**src/rtl/cnt_sync_updn_if.sv**
```systemverilog
// Bundle for the presettable up/down counter cell.
// Control, load data, state and ripple carry travel together.
interface cnt_sync_updn_if #(
    parameter int unsigned WIDTH = 4
);
    logic             LOAD_N;
    logic             ENP;
    logic             ENT;
    logic             UP;
    logic [WIDTH-1:0] D;
    logic [WIDTH-1:0] Q;
    logic             RCO;

    modport master (
        output LOAD_N, ENP, ENT, UP, D,
        input  Q, RCO
    );

    modport slave (
        input  LOAD_N, ENP, ENT, UP, D,
        output Q, RCO
    );
endinterface

```
**src/rtl/cnt_sync_updn.sv**
```systemverilog
// Synchronous presettable up/down counter with configurable modulus.
// Cascades through ENP/ENT/RCO like the classic '163/'191 parts.
module cnt_sync_updn #(
    parameter int unsigned     WIDTH   = 4,
    parameter longint unsigned MODULUS = 64'd1 << WIDTH
) (
    input logic            CLK,
    input logic            RST_N,
    cnt_sync_updn_if.slave bus
);
    localparam longint unsigned MAX_MOD = 64'd1 << WIDTH;
    localparam logic [WIDTH-1:0] TOP = WIDTH'(MODULUS - 64'd1);

    if (WIDTH < 1 || WIDTH > 32) begin : g_bad_width
        $error("cnt_sync_updn: WIDTH out of range");
    end
    if (MODULUS < 2 || MODULUS > MAX_MOD) begin : g_bad_mod
        $error("cnt_sync_updn: MODULUS out of range");
    end
    if ($bits(bus.D) != WIDTH) begin : g_bad_bus
        $error("cnt_sync_updn: interface WIDTH mismatch");
    end

    logic [WIDTH-1:0] q;
    logic [WIDTH-1:0] q_up;
    logic [WIDTH-1:0] q_dn;

    // Out-of-range states fold back into 0..TOP on the next count.
    always_comb begin
        q_up = q + WIDTH'(1);
        q_dn = q - WIDTH'(1);
        if (q >= TOP) begin
            q_up = '0;
        end
        if (q == '0 || q > TOP) begin
            q_dn = TOP;
        end
    end

    always_ff @(posedge CLK) begin
        if (!RST_N) begin
            q <= '0;
        end else if (!bus.LOAD_N) begin
            q <= bus.D;
        end else if (bus.ENP && bus.ENT) begin
            q <= bus.UP ? q_up : q_dn;
        end
    end

    assign bus.Q   = q;
    assign bus.RCO = bus.ENT
                   & (bus.UP ? (q == TOP) : (q == '0));
endmodule

```
**src/flat_wrapper.sv**
```systemverilog
// flat-port wrapper written by rule: the top's interface ports become plain ports
module cnt_sync_updn_flat 
#(
    parameter int unsigned     WIDTH   = 4,
    parameter longint unsigned MODULUS = 64'd1 << WIDTH
)
  (CLK, RST_N, bus_LOAD_N, bus_ENP, bus_ENT, bus_UP, bus_D, bus_Q, bus_RCO);
  cnt_sync_updn_if #(.WIDTH(WIDTH)) bus_i ();
  input logic CLK;
  input logic RST_N;
  input wire logic [$bits(bus_i.LOAD_N)-1:0] bus_LOAD_N;
  input wire logic [$bits(bus_i.ENP)-1:0] bus_ENP;
  input wire logic [$bits(bus_i.ENT)-1:0] bus_ENT;
  input wire logic [$bits(bus_i.UP)-1:0] bus_UP;
  input wire logic [$bits(bus_i.D)-1:0] bus_D;
  output wire logic [$bits(bus_i.Q)-1:0] bus_Q;
  output wire logic [$bits(bus_i.RCO)-1:0] bus_RCO;
  assign bus_i.LOAD_N = bus_LOAD_N;
  assign bus_i.ENP = bus_ENP;
  assign bus_i.ENT = bus_ENT;
  assign bus_i.UP = bus_UP;
  assign bus_i.D = bus_D;
  assign bus_Q = bus_i.Q;
  assign bus_RCO = bus_i.RCO;
  cnt_sync_updn #(.WIDTH(WIDTH), .MODULUS(MODULUS)) u_core (.CLK(CLK), .RST_N(RST_N), .bus(bus_i));
endmodule
```
**config.mk**
```make
export PLATFORM = sky130hd
export DESIGN_NAME = cnt_sync_updn_flat
export DESIGN_NICKNAME = d
export VERILOG_FILES = /design/src/rtl/cnt_sync_updn_if.sv /design/src/rtl/cnt_sync_updn.sv /design/src/flat_wrapper.sv
export SDC_FILE = /design/constraint.sdc
export NUM_CORES = 1
export LEC_CHECK = 0
export CORE_AREA = 5 5 42 44
export DETAILED_ROUTE_END_ITERATION = 8
export DIE_AREA = 0 0 47 49
export PLACE_DENSITY = 0.63
export SLEW_MARGIN = 20
export SYNTH_ARGS = -nofsm -noshare
export SYNTH_HDL_FRONTEND = slang
export SYNTH_SLANG_ARGS = --single-unit
```
**constraint.sdc**
```tcl
create_clock -name CLK -period 2.6 [get_ports CLK]
set_clock_uncertainty 0.1 [all_clocks]
set_input_delay 0.52 -clock CLK [delete_from_list [all_inputs] [get_ports CLK]]
set_output_delay 0.52 -clock CLK [all_outputs]
set_load 0.005 [all_outputs]
```
==> metrics <==
synth top area cells=dfxtp_1, a21oi_1, ha_1, xnor2_1, o21ai_0; total negative slack=0 ps; Final setup viols=0; Comb power frac=0.363; final critical-path share of the clock period=0.948; FF+latch count, synth=4; Slew @ Worst Pin=329 ps; Clk Latency, worst-skew pair=230 ps; GRT Residual Overflow=0; multiplexer area fraction after synthesis=0.0311; fmax=0.406 GHz; crit path DAT=1850 ps; Main synth FF type=dfxtp_1; Mapped Cells=40; Switching Fraction=0.262; Core Footprint=0.00140 mm^2; CP Max Fanout=2; Synth Area per Inst=8.04 um^2; Mapped Nets=52; initial antenna violation count=0; P_sw=59.4 uW; worst r2r src=u_core.bus.Q[0]$_SDFFE_PN0P_; Simple-Gate Fraction of Synth Area=0.206; shortest period the worst path allows=2470 ps; sequential share of the synthesized area=0.249; kind of critical path=primary input to output port; RSZ-0062 raised after global routing=no; Post-synth EDFFs=0; first-pass GRT wire length=1470 um; Synth top cells by count=a21oi_1, dfxtp_1, nand2_1, o21ai_0; CTS tree=done; post-synth top area share=0.249; share of cells above drive strength 1=0.206; XOR/XNOR share of the synthesized area=0.0817; max FFs per register=4; Detail Route Antenna Nets=0; vias in the first global route=357; Syn-to-layout area delta=71.6%; Starting Density=0.229; Die ar.=0.00230 mm^2; cell internal pwr=168 uW; Detailed Routing Iterations Pass 1=4; final WL=872 um; chip width=47 um; area occupied by multi-input gates=226 um^2; distinct cell type count after synthesis=25; Fillers=160; vias per std cell=4.84; Critical R2R Capture=u_core.bus.Q[0]$_SDFFE_PN0P_; R2R setup slack=980 ps; Max VDD drop=0.216 mV; critical path endpoint=bus_RCO; Slew Viols, Final=0; Final Util=0.394; PnR Total Power=227 uW; final worst slack=135 ps; Synth Cell Area=322 um^2; Row Count=14; CTS Sinks=4; clock buffer count from CTS=3; largest family of logic cells by synthesized area=compound AO/OA/AOI/OAI gates; Post-Synth Adder-Cell Area=0.0778; CTS root buffer=clkbuf_4; DRC viols=0; Post-synth ARST share=0; Critical Path End Type=output port; CTS max path bufs=2; Yosys warnings=0; first-iteration detailed-routing DRC count=7; complex-gate fraction of the synthesized area=0.307; Reg2Reg Depth=6; Hold/Removal Path Class=flop to flop; RePlAce Congestion=0.746; CP Launch Type=primary input; Die Y=49 um; DP HPWL=708 um; Reg power frac=0.306; max cap viols=0; Yosys top cell by area=dfxtp_1; DP Worst Slack=-195 ps; IO Port Bufs=14; status=complete, no violations; CP required=1980 ps; slew margin rel.=0.780; H-tree Lvls=1; Critical Path Start=bus_UP; final hold vios=0; Pwr Density=411 mW/mm^2; clock transition at the registers of the reported paths=40 ps; diodes inserted=0; largest net degree at the start of global routing=11; Vias=382; FF+latch area=80.1 um^2; Clock Power Share=0.331; WL/cell=11.0 um; Ports=15; P_leak=0.231 nW; Nets=77; count of hold-fix buffers inserted at cts=0; most frequent cell after synthesis=a21oi_1; total global-route track usage=0.0880
==> cells by family after synthesis <==
kind of cell / count (synthesis)
mux: 1
buf+inv: 4
compound gates: 15
flops: 4
fa+ha+maj: 2
xor+xnor: 3
simple gates: 11
==> power groups by stage <==
stage | sequential (mW) | combinational, mW | clock (mW)
floorplan | 0.0758 | 0.0326 | 0
global placement | 0.0706 | 0.0829 | 0
detailed placement | 0.0705 | 0.0834 | 0
CTS | 0.0696 | 0.0832 | 0.0798
global route | 0.0701 | 0.0908 | 0.0837
finish | 0.0695 | 0.0823 | 0.0751
==> metrics by stage <==
stage	instance area, um^2	hold slack [ps]	std cells
6_report	552	610	79
3_3_place_gp	531	607	76
5_1_grt	552	665	79
3_5_place_dp	531	608	76
2_1_floorplan	322	510	40
4_1_cts	552	618	79
==> routing by layer <==
metal	part of all wire	wire length [um]	global-route usage
met1	0.44	387	0.108
met2	0.47	414	0.124
met3	0.075	65	0.0332
met4	0.0057	5	0.0553
met5	0	0	0
==> area by class of cell <==
| cell class | instances | area share |
|---|---|---|
| repair buffers | 21 | 0.347 |
| well taps | 16 | 0.0363 |
| flip-flops and latches | 4 | 0.145 |
| inverters | 3 | 0.0204 |
| clock buffers | 3 | 0.0408 |
| multi-input cells | 32 | 0.410 |
==> critical path, stage by stage <==
cell,delay (ps)
clkdlybuf4s50_1,430
or4b_4,490
a21boi_1,150
dlygate4sd2_1,250
==> worst min path at each step <==
stage	startpoint	to	slack, ps	depth (start not counted)
5_1_grt	u_core.bus.Q[1]$_SDFFE_PN0P_	u_core.bus.Q[1]$_SDFFE_PN0P_	670	4
6_report	u_core.bus.Q[2]$_SDFFE_PN0P_	u_core.bus.Q[2]$_SDFFE_PN0P_	610	3
3_3_place_gp	u_core.bus.Q[2]$_SDFFE_PN0P_	u_core.bus.Q[2]$_SDFFE_PN0P_	610	3
3_5_place_dp	u_core.bus.Q[2]$_SDFFE_PN0P_	u_core.bus.Q[2]$_SDFFE_PN0P_	610	3
2_1_floorplan	u_core.bus.Q[2]$_SDFFE_PN0P_	u_core.bus.Q[2]$_SDFFE_PN0P_	510	2
4_1_cts	u_core.bus.Q[2]$_SDFFE_PN0P_	u_core.bus.Q[2]$_SDFFE_PN0P_	620	3
==> placed cells by master, fill, tap and decap left out, types with 2 or more instances in the layout <==
master           synthesis  final
clkbuf_4                 0      3
buf_4                    0      7
dfxtp_1                  4      4
a21boi_1                 1      2
ha_1                     2      2
clkdlybuf4s50_1          0     13
nand4_1                  2      2
inv_1                    2      2
xnor2_1                  2      2
o21ai_0                  3      3
nand2_1                  3      3
a21oi_1                  5      5
==> timing repair <==
item / 4_1_cts / 5_1_grt
gates resized for setup: 1 / 1
gates cloned: 0 / 0
buffers inserted: 0 / 0
setup endpoints to repair: 1 / 1
Power figures use the tool's default switching activity.
